### src/rtl/mmix_mem_responder.sv
// mmix_mem_responder: MMIX memory-bus responder that splits byte/wyde/tetra/octa
// accesses into big-endian 16-bit RAM beats. Optional ack timeout: MMIX_MEM_TIMEOUT_EN.
module mmix_mem_responder #(
    parameter int ADDR_W  = 20,
    parameter int TIMEOUT = 255
) (
    input  logic              clk,
    input  logic              reset_n,
    input  logic [63:0]       mem_address,
    input  logic [1:0]        mem_datasize,
    input  logic              mem_read,
    input  logic              mem_write,
    input  logic [63:0]       mem_writedata,
    output logic [63:0]       mem_readdata,
    output logic              mem_done,
    output logic [ADDR_W-1:0] ram_addr,
    output logic              ram_rd,
    output logic              ram_wr,
    output logic [1:0]        ram_be,
    output logic [15:0]       ram_wdata,
    input  logic [15:0]       ram_rdata,
    input  logic              ram_ack
`ifdef MMIX_MEM_TIMEOUT_EN
    ,
    output logic              mem_timeout
`endif
);

    typedef enum logic [1:0] {
        ST_IDLE   = 2'd0,
        ST_ACCESS = 2'd1,
        ST_DONE   = 2'd2
    } state_t;

    state_t            state_q, state_d;
    logic [ADDR_W-1:0] base_q, base_d;
    logic [1:0]        size_q, size_d;
    logic              write_q, write_d;
    logic              lsb_q, lsb_d;
    logic [63:0]       wdata_q, wdata_d;
    logic [1:0]        beat_q, beat_d;
    logic [47:0]       rbuf_q, rbuf_d;
    logic [63:0]       rdata_q, rdata_d;

    logic [1:0]        last_beat;
    logic [1:0]        word_sel;
    logic              beat_done;
    logic [15:0]       rd_word;

    // Upper address bits alias the whole RAM, so they are intentionally dropped.
    logic unused_addr_bits;
    assign unused_addr_bits = ^mem_address[63:ADDR_W+1];

`ifdef MMIX_MEM_TIMEOUT_EN
    localparam int TW = $clog2(TIMEOUT + 1);

    logic [TW-1:0] tmo_cnt_q, tmo_cnt_d;
    logic          tmo_flag_q, tmo_flag_d;
    logic          tmo_hit;

    // A beat that has waited TIMEOUT cycles completes on its own with all-ones data.
    assign tmo_hit     = (state_q == ST_ACCESS) && !ram_ack && (tmo_cnt_q == TW'(TIMEOUT));
    assign beat_done   = ram_ack || tmo_hit;
    assign rd_word     = ram_ack ? ram_rdata : 16'hFFFF;
    assign mem_timeout = tmo_flag_q;

    always_comb begin
        tmo_flag_d = tmo_flag_q | tmo_hit;
        tmo_cnt_d  = tmo_cnt_q;
        if ((state_q != ST_ACCESS) || beat_done) begin
            tmo_cnt_d = '0;
        end else begin
            tmo_cnt_d = tmo_cnt_q + TW'(1);
        end
    end

    always_ff @(posedge clk or negedge reset_n) begin
        if (!reset_n) begin
            tmo_cnt_q  <= '0;
            tmo_flag_q <= 1'b0;
        end else begin
            tmo_cnt_q  <= tmo_cnt_d;
            tmo_flag_q <= tmo_flag_d;
        end
    end
`else
    assign beat_done = ram_ack;
    assign rd_word   = ram_rdata;
`endif

    always_comb begin
        case (size_q)
            2'd2:    last_beat = 2'd1;
            2'd3:    last_beat = 2'd3;
            default: last_beat = 2'd0;
        endcase
    end

    // Beat 0 carries the most significant word of the access.
    assign word_sel     = last_beat - beat_q;
    assign mem_readdata = rdata_q;

    always_comb begin
        state_d   = state_q;
        base_d    = base_q;
        size_d    = size_q;
        write_d   = write_q;
        lsb_d     = lsb_q;
        wdata_d   = wdata_q;
        beat_d    = beat_q;
        rbuf_d    = rbuf_q;
        rdata_d   = rdata_q;
        mem_done  = 1'b0;
        ram_rd    = 1'b0;
        ram_wr    = 1'b0;
        ram_addr  = '0;
        ram_be    = 2'b00;
        ram_wdata = 16'h0000;

        case (state_q)
            ST_IDLE: begin
                if (mem_write || mem_read) begin
                    write_d = mem_write;
                    size_d  = mem_datasize;
                    lsb_d   = mem_address[0];
                    wdata_d = mem_writedata;
                    beat_d  = 2'd0;
                    rbuf_d  = '0;
                    case (mem_datasize)
                        2'd2:    base_d = {mem_address[ADDR_W:2], 1'b0};
                        2'd3:    base_d = {mem_address[ADDR_W:3], 2'b00};
                        default: base_d = mem_address[ADDR_W:1];
                    endcase
                    state_d = ST_ACCESS;
                end
            end

            ST_ACCESS: begin
                ram_rd   = !write_q;
                ram_wr   = write_q;
                ram_addr = base_q + ADDR_W'(beat_q);
                if (size_q == 2'd0) begin
                    ram_be    = lsb_q ? 2'b01 : 2'b10;
                    ram_wdata = {wdata_q[7:0], wdata_q[7:0]};
                end else begin
                    ram_be    = 2'b11;
                    ram_wdata = wdata_q[{word_sel, 4'b0000} +: 16];
                end

                if (beat_done) begin
                    if (!write_q) begin
                        rbuf_d = {rbuf_q[31:0], rd_word};
                    end
                    if (beat_q == last_beat) begin
                        state_d = ST_DONE;
                        if (!write_q) begin
                            if (size_q == 2'd0) begin
                                rdata_d = {56'd0, lsb_q ? rd_word[7:0] : rd_word[15:8]};
                            end else begin
                                rdata_d = {rbuf_q, rd_word};
                            end
                        end
                    end else begin
                        beat_d = beat_q + 2'd1;
                    end
                end
            end

            ST_DONE: begin
                mem_done = 1'b1;
                state_d  = ST_IDLE;
            end

            default: state_d = ST_IDLE;
        endcase
    end

    always_ff @(posedge clk or negedge reset_n) begin
        if (!reset_n) begin
            state_q <= ST_IDLE;
            base_q  <= '0;
            size_q  <= 2'd0;
            write_q <= 1'b0;
            lsb_q   <= 1'b0;
            wdata_q <= 64'd0;
            beat_q  <= 2'd0;
            rbuf_q  <= 48'd0;
            rdata_q <= 64'd0;
        end else begin
            state_q <= state_d;
            base_q  <= base_d;
            size_q  <= size_d;
            write_q <= write_d;
            lsb_q   <= lsb_d;
            wdata_q <= wdata_d;
            beat_q  <= beat_d;
            rbuf_q  <= rbuf_d;
            rdata_q <= rdata_d;
        end
    end

endmodule

### config.mk
export PLATFORM = sky130hd
export DESIGN_NAME = mmix_mem_responder
export DESIGN_NICKNAME = d
export VERILOG_FILES = /design/src/rtl/mmix_mem_responder.sv
export SDC_FILE = /design/constraint.sdc
export NUM_CORES = 1
export LEC_CHECK = 0
export CAP_MARGIN = 20
export CORE_MARGIN = 10
export CORE_UTILIZATION = 25
export DETAILED_ROUTE_END_ITERATION = 8
export PLACE_DENSITY = 0.58
export SLEW_MARGIN = 20
export SYNTH_ARGS = -nofsm -noshare
export SYNTH_HDL_FRONTEND = slang
export SYNTH_SLANG_ARGS = --single-unit
### constraint.sdc
create_clock -name clk -period 7.2 [get_ports clk]
set_clock_uncertainty 0.2 [all_clocks]
set_input_delay 1.08 -clock clk [delete_from_list [all_inputs] [get_ports clk]]
set_output_delay 1.08 -clock clk [all_outputs]
set_load 0.01 [all_outputs]
Word level (Yosys, flattened, before mapping)
Index checks and enable logic that the tools add are counted.
Operators by class
  add/subtract/negate cells: 3
  equal/unequal tests: 12
  shift-type cells: 1
  mux-type cells: 25
  bitwise logic cells: 1
  reduce and logical (&&, ||, !) cells: 10
Operators by type and width (count)
  48-bit 2-to-1 mux: 3
  48-bit case mux with 2 select lines: 1
  64-bit 2-to-1 mux: 1
  64-bit by 7-bit variable part select with 16-bit output: 1
  16-bit 2-to-1 mux: 2
  20-bit by 2-bit adder with 20-bit output: 1
  20-bit 2-to-1 mux: 1
  2-bit 2-to-1 mux: 9
  2-bit case mux with 2 select lines: 4
  4-bit AND reduction: 3
  2-bit == test, second input constant: 5
  2-bit != test, second input constant: 5
  8-bit 2-to-1 mux: 1
  2-bit logical NOT: 2
  1-bit 2-to-1 mux: 3
  3-bit AND reduction: 1
  2-bit by 1-bit adder with 2-bit output, second input constant: 1
  2-bit by 1-bit == test with 1-bit output, second input constant: 1
  2-bit == test: 1
  2-bit AND reduction: 1
  2-bit nonzero test: 1
  2-bit subtractor: 1
  1-bit logical NOT: 1
  1-bit logical OR: 1
  1-bit NOT: 1
Word-level totals
  bits in registers: 204
  input port bits: 151
  output and inout bits: 105

Depth between registers and ports, before layout
Gate-level depths: netlist (run 1).
  depth after elaboration: 6
  gate-level depth with buffers: 10
  depth with buffers taken out: 7

Worst setup path after synthesis (run 1)
Ideal clock, no wire load.
  path type: register -> output
  start: register size_q[1]
  end: output port ram_wdata[6]
  arrival time: 1923 ps
  data required time: 5920 ps
  path slack: 3997 ps
  cell stages (with the launch flop): 7
  path buffers: 2
  path through: dfrtp_1 > inv_1 > ha_1 > buf_2 > clkbuf_1 > nor2_1 > a2111oi_1
On the way
  longest elaborated chain between the ends: 6
  elaborated cells between the ends (all ways): 8
  those cells by class: add/sub: 1; eq/ne: 2; shift: 1; mux: 3; reduce/logical: 1
Ends and longest elaborated chain
  start: declaration: RTL line 37  | logic [1:0] size_q, size_d;
  start signal: assignment: RTL line 192  | size_q <= size_d;
  2-bit == test: RTL line 92  | case (size_q)
  2-bit case mux with 2 select lines: RTL line 92
  2-bit subtractor: RTL line 100  | assign word_sel = last_beat - beat_q;
  64-bit by 7-bit variable part select with 16-bit output: RTL line 147  | ram_wdata = wdata_q[{word_sel, 4'b0000} +: 16];
  16-bit 2-to-1 mux *: RTL line 142  | if (size_q == 2'd0) begin
  16-bit 2-to-1 mux *: RTL line 120  | case (state_q)
  end: declaration: RTL line 20  | output logic [15:0] ram_wdata,
Mark *: on every way between the ends. The rest lies on a longest branch, timed or not.

Final worst setup path (run 1)
Ends and elaborated chain as after synthesis.

==> results of run 1 <==
[per-stage QoR]
stage / util (%) / power (uW)
final: 34.65 / 6193
after CTS: 34.64 / 6292
after floorplan: - / 3646
after global routing: 34.65 / 6691
after detailed placement: 32.48 / 5068
after global placement: 32.48 / 5019
[worst max-delay path: stages (launching register included)]
cell and delay, ns:
dfrtp_1 0.41, inv_1 0.07, ha_1 0.85, nor2_1 0.38, a2111oi_1 0.51, clkdlybuf4s50_1 0.69
[cells by family after synthesis]
| group | count (synthesis) |
|---|---|
| flip-flops | 204 |
| AND/OR/NAND/NOR | 565 |
| XOR/XNOR | 21 |
| multiplexers | 19 |
| adder cells (fa/ha/maj) | 4 |
| buffers and inverters | 68 |
| AO/OA/AOI/OAI | 162 |
[sequential cells by signal, summed over array words and instances (netlist names)]
signal / count
state_q: 2
rbuf_q: 48
beat_q: 2
wdata_q: 64
base_q: 20
write_q: 1
mem_readdata: 64
lsb_q: 1
size_q: 2
[layer usage]
layer  global-route usage [%]  part of all wire, %  wire length (um)
met5                        0                0.035                10
met3                    3.858                  7.6              2145
met4                    2.672                  1.7               482
met1                    16.09                   44             12470
met2                    20.37                   46             13090
[worst paths after layout]
kind                             start                to  cells after the start
min                        wdata_q[59]       wdata_q[59]                      2
max                          size_q[1]      ram_wdata[6]                      5
max reg2reg                  size_q[1]  mem_readdata[54]                      7
min reg2reg                wdata_q[59]       wdata_q[59]                      2
min in group asynchronous      reset_n  mem_readdata[53]                      1
max in group asynchronous      reset_n  mem_readdata[23]                      2
[Yosys cell counts (all sizes together)]
library cell	instances
o22ai	9
o21ai	124
buf	16
nor3	7
nand2b	2
inv	3
mux2i	10
ha	3
o32ai	1
dfrtp	204
fa	1
mux4	8
nand3b	1
and3	1
a2111oi	1
nor2	31
nand4	5
nor3b	1
or2	2
a21o	1
nand3	7
nor4	1
mux2	1
or3	1
nand2	498
nor2b	3
clkbuf	49
xnor2	11
xor2	10
a21oi	3
a21boi	7
and2	3
and4	2
a22o	9
a31oi	7
[area by class of cell]
cell class / instances / area, um2 / area share (%)
multi-input combinational: 771 / 3685 / 29.83
sequential: 204 / 5105 / 41.32
clock buffer: 38 / 703.2 / 5.692
inverter: 3 / 11.26 / 0.09115
timing repair buffer: 222 / 2206 / 17.86
tap: 461 / 576.8 / 4.669
clock inverter: 5 / 67.56 / 0.5469
[power by group through the flow]
stage | clock (uW) | sequential, uW | combinational, uW
6_report | 1190 | 2050 | 2950
5_1_grt | 1270 | 2130 | 3290
4_1_cts | 1230 | 2060 | 3010
3_5_place_dp | 0 | 2070 | 2990
3_3_place_gp | 0 | 2060 | 2960
2_1_floorplan | 0 | 2020 | 1620
==> impl_metrics.csv, run 1 <==
group,metric,value,unit
run,maxCapViolCount,0,
drt,viasPerCell,4.392,
place,place.gp.congestion,0.8348,
timing,final_hold_viol_count,0,
synth,synth_cell_types,44,
synth,yosysSeqAreaShare,56.30,%
global_routing,antenna_found_initial,1,
place,port_buffers,212,
floorplan,initial_core_util,25.43,%
critical_path,worstSetupPathType,"reg -> out",
critical_path,critPathLaunchType,"register",
floorplan,die-height,210.4,um
clock_tree,post_cts_buffers,0,
drt,drtAntennaViolNets,0,
floorplan,die_area,0.04429,mm2
pwr,comb_power_share,47.6,%
synth,synth_xor_area_share,2.194,%
place,dpl_cell_area,0.01158,mm2
timing,tightest_slew,0.9115,ns
global_routing,grtUsageTotal,12.54,%
final_layout,final_cells,1704,
timing,drv_slew,0,
synth,synth_area,0.009067,mm2
pwr,p_sw_share,40.43,%
drt,drtIter0Drc,413,
synth,synthMuxAreaShare,3.215,%
worst_hold_path,hp-class,"reg -> reg",
synth,synth_compound_area_share,9.894,%
synth,synth.area.top_cells,"dfrtp_1 (56%), nand2_1 (21%), o21ai_0 (5.6%)",
pwr,p_clk_share,19.2,%
clock_tree,cts_tree,"built",
global_routing,grt_overflow,0,
timing,timing.final.ws_setup,2.500,ns
timing,fmax,212.8,MHz
drt,wl,28190,um
timing,fin_hold_ws,0.2714,ns
global_routing,grt_pass1_wl,44930,um
drt,wire_per_inst,16.55,um
place,preCtsSetupSlack,3.013,ns
critical_path,crit_required,5.92,ns
final_layout,drive_above_1_share,5.229,%
drt,drc_errors,0,
final_layout,fin_nets,1381,
clock_tree,clk_pin_slew,0.06,ns
final_layout,fill_cells,3716,
timing,setup_violations,0,
floorplan,die_w,210.4,um
pwr,seqPwrFrac,33.2,%
pwr,p_switching,2504,uW
timing,finalCritPeriodShare,65.28,%
synth,synth_top_area_share,56.30,%
final_layout,final_common_cell,"nand2_1",
synth,ys_ff_latch,204,
final_layout,area_delta_synth_final,36.25,%
floorplan,rows,69,
synth,synth_adder_area_share,0.6347,%
synth,yosysWarnings,0,
timing,rsz0062_at_grt,"false",
critical_path,r2r_slack,4.23,ns
floorplan,ioPinCount,256,
critical_path,arrival,3.42,ns
final_layout,final_cell_mix,"nand2_1 (498), clkdlybuf4s50_1 (211), dfrtp_1 (204)",
clock_tree,clock_path_buffers,3,
clock_tree,clkSinkCount,204,
clock_tree,root_buffer,"clkbuf_16",
place,hpwl,19830,um
clock_tree,h-tree-depth,1,
clock_tree,cts_resized,0,
pwr,power.leakage,0.005506,uW
critical_path,end_kind,"output pin",
drt,vias,7484,
clock_tree,cts-hold-fix-buffers,0,
pwr,power.internal,3689,uW
global_routing,grt_pass1_vias,7760,
outcome,outcome,"completed",
synth,synth_nets,1198,
synth,synth_top_family_by_area,"simple AND/OR/NAND/NOR gates",
global_routing,grt_max_degree,129,
clock_tree,worstSkewPairLatency,0.51,ns
synth,syn_area_per_cell,8.694,um2
pwr,ir_worst_vdd,0.0002244,V
clock_tree,cts_buffers,24,
critical_path,crit_fanout,19,
final_layout,design_area,0.01235,mm2
timing,setup-tns-final,0,ns
synth,synthCells,1043,
timing,maxSlewHeadroom,39.23,%
floorplan,fp.coreArea,0.03566,mm2
drt,drt_pass1_iterations,4,
place,place_inst,1661,
final_layout,num_antenna_cells,0,
timing,period_minus_slack,4.700,ns
synth,synth_largest_area_cell,"dfrtp_1",
synth,synth-simple-area-share,24.35,%
pwr,p_per_area,501.3,mW/mm2
(Power assumes the default switching activity.)
==> run 2: changes to the inputs <==
--- a/config.mk
+++ b/config.mk
@@ -9,7 +9,7 @@
 export CORE_MARGIN = 10
 export CORE_UTILIZATION = 25
 export DETAILED_ROUTE_END_ITERATION = 8
-export PLACE_DENSITY = 0.58
+export PLACE_DENSITY = 0.6
 export SLEW_MARGIN = 20
 export SYNTH_ARGS = -nofsm -noshare
 export SYNTH_HDL_FRONTEND = slang
==> constraint.sdc (replaced) <==
create_clock -name clk -period 4 [get_ports clk]
set_clock_uncertainty 0.2 [all_clocks]
set_input_delay 0.6 -clock clk [delete_from_list [all_inputs] [get_ports clk]]
set_output_delay 0.6 -clock clk [all_outputs]
set_load 0.01 [all_outputs]
==> run 2 against run 1 <==
Net effect: die area unchanged; register-to-register slack got worse by 3.0 ns; final area about the same; flip-flop and latch count unchanged; worst setup slack got worse by 2.3 ns; worst hold slack got worse by 0.0032 ns; combinational power increased by 83%; first-iteration DRC count decreased by 1.7%; core utilization about the same; clock-buffer cell count decreased by 6; wire length decreased by 1.5%; via count increased by 0.39%; largest cell class unchanged; highest routed layer is now met4.
==> impl_metrics.csv, run 2 (synthesis gave the netlist of run 1 again) <==
group,metric,value,unit
timing,period_minus_slack,3.772,ns
critical_path,critPathLaunchType,"register",
final_layout,area_delta_synth_final,36.24,%
timing,maxSlewHeadroom,39.16,%
drt,drtIter0Drc,406,
critical_path,arrival,2.97,ns
run,maxCapViolCount,0,
pwr,total_power,11020,uW
critical_path,crit_required,3.20,ns
floorplan,fp.coreArea,0.03566,mm2
global_routing,antenna_found_initial,0,
global_routing,top_usage_layer,"met2",
worst_hold_path,holdPathStages,2,
drt,viasPerCell,4.409,
final_layout,fill_cells,3688,
clock_tree,root_buffer,"clkbuf_16",
drt,wire_per_inst,16.29,um
critical_path,worstSetupPathType,"reg -> out",
timing,setup-tns-final,0,ns
global_routing,grt_use_met3,3.635,%
critical_path,r2r_end,"mem_readdata[20]",
timing,rsz0062_at_grt,"false",
drt,drt_pass1_iterations,5,
final_layout,drive_above_1_share,5.551,%
critical_path,r2r_cells,7,
floorplan,die-height,210.4,um
critical_path,worstReg2RegStart,"size_q[1]",
floorplan,die_area,0.04429,mm2
clock_tree,h-tree-depth,1,
worst_hold_path,hold_path_end,"wdata_q[57]",
drt,wl,27760,um
floorplan,rows,69,
timing,setup_violations,0,
floorplan,ioPinCount,256,
drt,vias,7513,
pwr,p_per_area,892.0,mW/mm2
clock_tree,clkSinkCount,204,
global_routing,grt_pass1_vias,7600,
global_routing,grt.met1_usage,15.71,%
critical_path,crit_fanout,6,
global_routing,grt_overflow,0,
global_routing,grt_pass1_wl,43730,um
drt,drc_errors,0,
final_layout,final_cell_mix,"nand2_1 (498), clkdlybuf4s50_1 (210), dfrtp_1 (204)",
timing,finalCritPeriodShare,94.30,%
critical_path,end_kind,"output pin",
global_routing,use_met2,19.89,%
final_layout,num_antenna_cells,0,
clock_tree,worstSkewPairLatency,0.51,ns
final_layout,fin_nets,1386,
clock_tree,cts_tree,"built",
worst_hold_path,hp-class,"reg -> reg",
timing,fin_hold_ws,0.2682,ns
worst_hold_path,holdCritStartpoint,"wdata_q[57]",
place,port_buffers,212,
global_routing,grtUsageTotal,12.27,%
floorplan,die_w,210.4,um
drt,drtAntennaViolNets,0,
critical_path,r2r_slack,1.22,ns
clock_tree,clk_pin_slew,0.06,ns
pwr,power.leakage,0.005521,uW
floorplan,initial_core_util,25.43,%
place,hpwl,19820,um
timing,tightest_slew,0.9126,ns
clock_tree,post_cts_buffers,0,
timing,drv_slew,0,
clock_tree,clock_path_buffers,3,
outcome,outcome,"completed",
final_layout,final_common_cell,"nand2_1",
timing,final_hold_viol_count,0,
clock_tree,cts_buffers,23,
global_routing,grt_max_degree,94,
pwr,ir_worst_vdd,0.0004180,V
timing,fmax,265.1,MHz
place,place.gp.congestion,0.8495,
[run 2: routing by layer]
metal / vias to the layer above / wire, um
met5: - / 0
met4: 0 / 611
met3: 31 / 1978
met2: 190 / 12640
met1: 3549 / 12540
li1: 3743 / -
[run 2: worst max-delay path by stage]
stage / startpoint / to / slack, ns / cells after the start
5_1_grt: beat_q[0] / ram_addr[18] / 0.01 / 9
3_5_place_dp: beat_q[0] / ram_wdata[1] / 0.51 / 7
3_3_place_gp: beat_q[0] / ram_wdata[7] / 0.52 / 7
2_1_floorplan: size_q[1] / ram_wdata[6] / 1.28 / 6
6_report: beat_q[0] / ram_addr[18] / 0.23 / 9
4_1_cts: size_q[1] / ram_wdata[6] / 0.07 / 9
[run 2: stage by stage]
step | instance area (um2) | worst slack [ns] | util [%] | cells
final | 12350 | 0.2279 | 34.65 | 1704
after CTS | 12350 | 0.07124 | 34.63 | 1704
after global routing | 12350 | 0.01468 | 34.65 | 1704
after detailed placement | 11670 | 0.5099 | 32.72 | 1666
after global placement | 11670 | 0.5172 | 32.72 | 1666
after floorplan | 9067 | 1.277 | - | 1043
[run 2: what timing repair did]
item	4_1_cts	5_1_grt
endpoints found under the hold margin	12	0
hold buffers	1	0
gates resized for setup	2	2
endpoints found under the setup margin	3	3
[run 2: report_power, final]
part           leakage (uW)  internal (uW)  switching (uW)
clock              0.000327           1090             823
sequential          0.00263           3000             713
combinational       0.00256           2460            2930
total               0.00552           6550            4470
[run 2: area by class of cell]
type	count	area, um2	share of cell area [%]
Sequential cell	204	5105	41.32
Multi-Input combinational cell	771	3697	29.93
Timing Repair Buffer	228	2301	18.63
Clock buffer	32	629.4	5.095
Tap cell	461	576.8	4.669
Clock inverter	5	32.53	0.2633
Inverter	3	11.26	0.09116
[run 2: critical path: stages, from the launching register on]
cell and delay (ns):
dfrtp_1 0.44, ha_1 0.23, fa_2 0.27, nand2_1 0.09
nor4_1 0.28, buf_4 0.19, nand4_1 0.11, xor2_1 0.16
nor2_1 0.13, clkdlybuf4s50_1 0.56
